===== src/rtl/result_select_reg.sv =====
// Registered one-hot result selector with a valid/ready output stage.
// Illegal (zero-hot / multi-hot) control vectors are flagged and counted.
module result_select_reg #(
    parameter  int OUT_BITS     = 32,
    parameter  int SIG_COUNT    = 13,
    parameter  int ERR_CNT_BITS = 8,
    localparam int IDX_BITS     = (SIG_COUNT > 1) ? $clog2(SIG_COUNT) : 1
) (
    input  logic                          clk,
    input  logic                          clr,
    input  logic                          in_valid,
    output logic                          in_ready,
    input  logic [OUT_BITS*SIG_COUNT-1:0] resultStream,
    input  logic [SIG_COUNT-1:0]          ctrl_signal,
    output logic                          out_valid,
    input  logic                          out_ready,
    output logic [OUT_BITS-1:0]           selectedResult,
    output logic [IDX_BITS-1:0]           sel_index,
    output logic                          onehot_err,
    output logic [ERR_CNT_BITS-1:0]       err_count,
    input  logic                          err_clear
);

    logic                    r_outValid;
    logic [OUT_BITS-1:0]     r_selResult;
    logic [IDX_BITS-1:0]     r_selIndex;
    logic                    r_onehotErr;
    logic [ERR_CNT_BITS-1:0] r_errCount;

    logic                    w_found;
    logic                    w_multi;
    logic                    w_illegal;
    logic                    w_accept;
    logic [IDX_BITS-1:0]     w_idx;
    logic [OUT_BITS-1:0]     w_slice;
    logic [ERR_CNT_BITS-1:0] w_errInc;

    assign in_ready = !r_outValid || out_ready;
    assign w_accept = in_valid && in_ready;

    // Descending scan so the lowest set control bit is the one left standing.
    always_comb begin
        w_found = 1'b0;
        w_idx   = '0;
        w_slice = '0;
        for (int i = SIG_COUNT - 1; i >= 0; i--) begin
            if (ctrl_signal[i]) begin
                w_found = 1'b1;
                w_idx   = IDX_BITS'(i);
                w_slice = resultStream[i*OUT_BITS +: OUT_BITS];
            end
        end
    end

    assign w_multi   = (ctrl_signal & (ctrl_signal - SIG_COUNT'(1))) != '0;
    assign w_illegal = !w_found || w_multi;
    assign w_errInc  = (r_errCount == '1) ? r_errCount : r_errCount + ERR_CNT_BITS'(1);

    always_ff @(posedge clk) begin
        if (!clr) begin
            r_outValid  <= 1'b0;
            r_selResult <= '0;
            r_selIndex  <= '0;
            r_onehotErr <= 1'b0;
            r_errCount  <= '0;
        end else begin
            if (w_accept) begin
                r_outValid <= w_found;
                if (w_found) begin
                    r_selResult <= w_slice;
                    r_selIndex  <= w_idx;
                end
            end else if (r_outValid && out_ready) begin
                r_outValid <= 1'b0;
            end

            // An illegal accept outranks a simultaneous clear and restarts the count at one.
            if (w_accept && w_illegal) begin
                r_onehotErr <= 1'b1;
                r_errCount  <= err_clear ? ERR_CNT_BITS'(1) : w_errInc;
            end else if (err_clear) begin
                r_onehotErr <= 1'b0;
                r_errCount  <= '0;
            end
        end
    end

    assign out_valid      = r_outValid;
    assign selectedResult = r_selResult;
    assign sel_index      = r_selIndex;
    assign onehot_err     = r_onehotErr;
    assign err_count      = r_errCount;

endmodule

===== config.mk =====
export PLATFORM = sky130hd
export DESIGN_NAME = result_select_reg
export DESIGN_NICKNAME = d
export VERILOG_FILES = /design/src/rtl/result_select_reg.sv
export SDC_FILE = /design/constraint.sdc
export NUM_CORES = 1
export LEC_CHECK = 0
export CORE_AREA = 2 2 186 188
export CTS_BUF_LIST = sky130_fd_sc_hd__clkbuf_8
export DETAILED_ROUTE_END_ITERATION = 8
export DIE_AREA = 0 0 188 190
export PLACE_DENSITY_LB_ADDON = 0.3
export RECOVER_POWER = 25
export SETUP_SLACK_MARGIN = 0.4
export SYNTH_ARGS = -nofsm -noshare
export SYNTH_HDL_FRONTEND = slang
export SYNTH_SLANG_ARGS = --single-unit

===== constraint.sdc =====
create_clock -name clk -period 4.2 [get_ports clk]
set_input_delay 1.26 -clock clk [delete_from_list [all_inputs] [get_ports clk]]
set_output_delay 1.26 -clock clk [all_outputs]
set_load 0.01 [all_outputs]

* Yosys cells after proc, flatten, opt, wreduce, memory -nomap -nowiden
Cells that the tools add are included.
Widths: inputs -> output; s select.
** Word-level totals
- Output and inout bits :: 47
- Logic and storage cells :: 69
- Bits of input ports :: 434
- Bits in registers :: 46
** Cells by class
- Eq/ne operators :: 2
- Muxes and demuxes :: 47
- Reductions and logical operators :: 12
- Bitwise operators :: 1
- Add/sub/neg operators :: 2
** Operators with widths (count)
- $mux 32 :: 13
- $mux 4 :: 13
- $mux 8 :: 4
- $mux 1 :: 17
- $and 13x13->13 :: 1
- $reduce_bool 13->1 :: 1
- $sub 13x1->13 const B :: 1
- $add 8x1->8 const B :: 1
- $eq 8x8->1 const B :: 1
- $reduce_and 2->1 :: 2
- $reduce_bool 2->1 :: 2
- $logic_and 1x1->1 :: 3
- $logic_not 1->1 :: 2
- $logic_or 1x1->1 :: 2
- $ne 2x2->1 const B :: 1

* Logic depth before layout (Yosys ltp)
- Word-level depth :: 18
- Mapped depth :: 9
- Mapped depth without buffers :: 6

* Worst setup path before layout
No wires, ideal clock.
- Path kind :: input -> register
- Start :: input port ctrl_signal[2]
- End :: register r_errCount[4] (netlist: err_count[4])
- Cell stages on the path :: 9
- Data required time :: 4.078 ns
- Data arrival time :: 3.199 ns
- Path slack :: 0.880 ns
- Library setup time :: 0.122 ns
- Path buffers :: 3
- Cells stage by stage :: buf_6 > or4_1 > buf_2 > o41ai_2 > o31ai_1 > and4b_1 > buf_6 > nand2b_4 > o311a_1
** On the way
- Cells in the longest elaborated chain, start to end :: 8
- Elaborated cells between the ends (all ways) :: 12
- Those cells by class :: add/sub (1); mux (4); bitwise (1); reduce/logical (6)
** RTL lines
- from (decl) :: line 14 : input logic [SIG_COUNT-1:0] ctrl_signal,
- parallel branches: the longest is 4 deep, another holds $sub 13x1->13
- $logic_or 1x1->1 (*) :: line 56 : assign w_illegal = !w_found || w_multi;
- $logic_and 1x1->1 (*) :: line 78 : if (w_accept && w_illegal) begin
- $reduce_bool 2->1 (no line)
- $reduce_and 2->1 (no line)
- to (signal assigned) :: line 80 : r_errCount <= err_clear ? ERR_CNT_BITS'(1) : w_errInc;
- to (decl) :: line 28 : logic [ERR_CNT_BITS-1:0] r_errCount;
Mark *: on every way between the ends.
A chain may end at the register's enable or synchronous reset.

* Final worst setup path
- Start :: input port out_ready
- End :: output port in_ready
** On the way
- Cells in the longest elaborated chain, start to end :: 1
** RTL lines
- from (decl) :: line 16 : input logic out_ready,
- $logic_or 1x1->1 :: line 38 : assign in_ready = !r_outValid || out_ready;
- to (decl) :: line 12 : output logic in_ready,
No other way between the ends.

==> results.md <==
- The worst setup path is launched from an input pin.
- Setup violations remaining at the end of the flow were counted as 0.
- The routed design could run at a clock period as short as 3.71 ns.
- The worst slew margin relative to its limit is 0.315.
- The via count of the first global-routing pass was ~8.1k.
- The mean area per synthesized cell is 7.28 um2.
- The smallest hold slack is 0.483 ns.
- The net count of the finished layout is 1543.
- Of the total power, registers draw 0.270.
- The global router's overall resource usage is 0.209.
- In this run, synthesis inferred 0 flip-flops with an integrated enable.
- The count of input and output buffers is 480.
- The initial utilization of the core area, before any placement, comes to 0.142.
- The final layout contains routed wiring with a total length of 39.5 mm.
- The share of synthesized area in the top cell type comes to 0.191.
- For this run, the top clock speed supported by timing is 0.269 GHz.
- Along the worst path, the maximum fanout reaches 5.
- The area growth from synthesis to final layout is 115%.
- The predominant post-synthesis flop cell is sky130_fd_sc_hd__dfxtp_1.
- The clock tree synthesis step divided the H-tree into 2 levels.
- The share of total power in the clock network is 0.217.
- The clock sink count is 46.
- The core region area is 33900 um2.
- The utilization after layout is 0.305.
- Dividing total power by cell area gives a power density of around 170 nW/um2.
- Row generation in the floorplan step produced 68 rows.
- The number of max-slew violations in the final report is 0.
- At the end of routability-driven placement, the weighted congestion stood at 0.885.
- The post-layout worst setup margin is 0.485 ns.
- TritonCTS built the clock tree.
- Across the run, the number of max-cap violations was 0.
- The largest total area in the synthesized netlist belongs to sky130_fd_sc_hd__dfxtp_1.
- The Yosys warning count is 0.
- Clock latency on the worst-skew pair, taken at its later pin, is 0.34 ns.
- The final number of hold-violating endpoints is 0.
- The worst setup path is captured at an output pin.
- After synthesis, the netlist uses 56 different library cells.
- Setup repair after global routing left no endpoint under its margin.
- After detailed routing, the number of vias per cell comes to 5.13.
- At the pin with the least slew margin, the transition time is between 1 and 1.5 ns.
- The first global-routing pass estimated 54.6 mm of wire.
- The number of nets still failing antenna checks after routing is 0.
- The pin count of the biggest net entering global routing is 36.
- The number of buffers inserted to repair setup after CTS is 0.
- The floorplan step set the die height to 190 um.
- The detailed-placement wirelength estimate is about 31 mm.
- Data on the critical path arrives at its endpoint at 2.45 ns.
- The post-synthesis instance total is 661.
- After synthesis the netlist holds a flip-flop and latch count of 46.
- The initial antenna violation count was 5.
- The sequential cell area fraction in the yosys report is 0.191.
- Counting the buffers created by CTS gives 5.
- In the post-synthesis netlist, the biggest area contributors are sky130_fd_sc_hd__dfxtp_1 (19%), sky130_fd_sc_hd__a22oi_1 (14%), sky130_fd_sc_hd__a222oi_1 (11%).
- The area of the die is 35700 um2.
- The horizontal die dimension is around 190 um.
- The first TritonRoute pass finished after 8 iterations.
- The category of the critical setup timing path is input pin to output pin.
- Counting along the longest clock path gives a buffer depth of 2.
- After detailed routing, the number of remaining DRC violations is 0.
- At the placement stage, the worst setup path has a slack of between 0.2 and 0.3 ns.
- The clock root buffer master is sky130_fd_sc_hd__clkbuf_8.
- In this run, post-CTS repair resized a total of 0 instances.
- Dividing the final minimum period by the clock period gives 0.884.
- The DRC marker count from the first detailed-route iteration is 979.
- The flow ran to the end, and the final reports show no timing, DRC or antenna violations.
- The setup clock skew after layout is 0.0216 ns.
- In the layout the commonest cells are sky130_fd_sc_hd__clkdlybuf4s50_1 (450), sky130_fd_sc_hd__a22oi_1 (89), sky130_fd_sc_hd__o21ai_0 (72), sky130_fd_sc_hd__a222oi_1 (53), sky130_fd_sc_hd__dfxtp_1 (46).
- Clock-pin slew was measured on the worst setup and hold paths at around 0.12 ns.
- Of the total power, combinational logic draws 0.513.
- The routed layout has 8041 vias.
- The total power consumption of the routed design is 1.79 mW.
- The total I/O pin count is 481.
- The number of nets produced by synthesis is about 1.1k.
- After routing, the total negative slack on setup checks comes to 0 ns.
- The mapped cell area is 4810 um2.
- The hold buffer count at CTS is 0.
- Leaving out fill and tap cells, the most frequent cell in the layout is sky130_fd_sc_hd__clkdlybuf4s50_1.
- The remaining global-route overflow is 0.
- The net switching power is 0.596 mW.
- At the worst endpoint, the required time is 2.94 ns.
- Counting flops with an async set or reset pin after synthesis yields a share of 0.
- Of the total power, the share spent switching nets is 0.332.
- The tightest min-delay check is of the register to register type.
- The worst-case IR drop observed on VDD is 0.000103 V.
- The internal portion of the total power is 1.20 mW.
- The average routed wire per standard cell is 25.2 um.
- In this run the static leakage power is approximately 3.5 nW.
- The fraction of final layout cells with drive strength greater than 1 is 0.0649.
## registers in the layout, summed over array words and instances (netlist names)
register / flops
onehot_err: 1
out_valid: 1
sel_index: 4
err_count: 8
selectedResult: 32
## critical path, stage by stage
cell and delay [ns]:
sky130_fd_sc_hd__clkdlybuf4s50_1 0.45, sky130_fd_sc_hd__nand2b_1 0.18, sky130_fd_sc_hd__clkdlybuf4s50_1 0.56
## stage by stage
stage                     instances  cell area [um2]
after floorplan                 661             4810
after global placement         1556            10200
after detailed placement       1556            10200
after CTS                      1564            10300
after global routing           1567            10300
final                          1568            10300
## cell families (layout without fill, tap and decap cells)
family / Yosys count / in the layout / share of synthesized area
AOI/OAI and AO/OA: 361 / 361 / 0.555
and+or+nand+nor: 162 / 162 / 0.173
buffers and inverters: 88 / 536 / 0.0720
DFF: 46 / 46 / 0.191
adders and majority gates: 2 / 2 / 0.00468
muxes: 2 / 2 / 0.00416
other: 0 / 4 / 0
## synthesized netlist by cell type (all sizes together) (2+ instances only)
cell type	count
a2111oi	2
a211oi	4
a21o	2
a21oi	42
a221o	3
a221oi	9
a222oi	53
a22o	5
a22oi	89
a2bb2oi	29
a31oi	4
and2	3
and3	9
buf	8
clkbuf	72
clkinv	2
dfxtp	46
inv	6
mux2i	2
nand2	45
nand2b	29
nand3	10
nand4	4
nor2	27
nor2b	8
nor3	11
nor3b	2
nor4	5
o2111ai	24
o21a	2
o21ai	73
o21bai	2
o221a	2
o221ai	2
o22ai	3
o311a	2
o31ai	3
or3	3
or4	2
## final cells by class
class | instances | area [um2]
clock buffer | 5 | 68.8
antenna | 4 | 10.0
fill | 3601 | 23600
inverter | 8 | 30.0
clock inverter | 3 | 45.0
multi-input combinational | 527 | 3600
tap | 455 | 569
timing repair buffer | 520 | 5090
sequential | 46 | 921
## worst paths after layout
kind	start	endpoint	slack, ns	cells after the start
max	out_ready	in_ready	0.49	3
min	onehot_err$_SDFFE_PN0P_	onehot_err$_SDFFE_PN0P_	0.48	2
max reg2reg	out_valid$_SDFFE_PN0P_	sel_index[0]$_SDFFE_PN0P_	2.21	6
min reg2reg	onehot_err$_SDFFE_PN0P_	onehot_err$_SDFFE_PN0P_	0.48	2
## per-layer routing
metal,routed length (um),track usage,share of wire,vias to the layer above
li1,-,-,-,3637
met4,1240,0.0766,0.031,2
met1,15700,0.252,0.40,3840
met3,3420,0.0469,0.087,66
met2,19100,0.362,0.48,496
met5,12,0,0.00030,-
## power groups by stage
stage          clock, mW  sequential (mW)  combinational [mW]
5_1_grt            0.420            0.487               0.974
3_5_place_dp           0            0.494               0.921
6_report           0.389            0.484               0.920
4_1_cts            0.405            0.485               0.926
3_3_place_gp           0            0.495               0.920
2_1_floorplan          0            0.506               0.275
(Power assumes the default switching activity.)
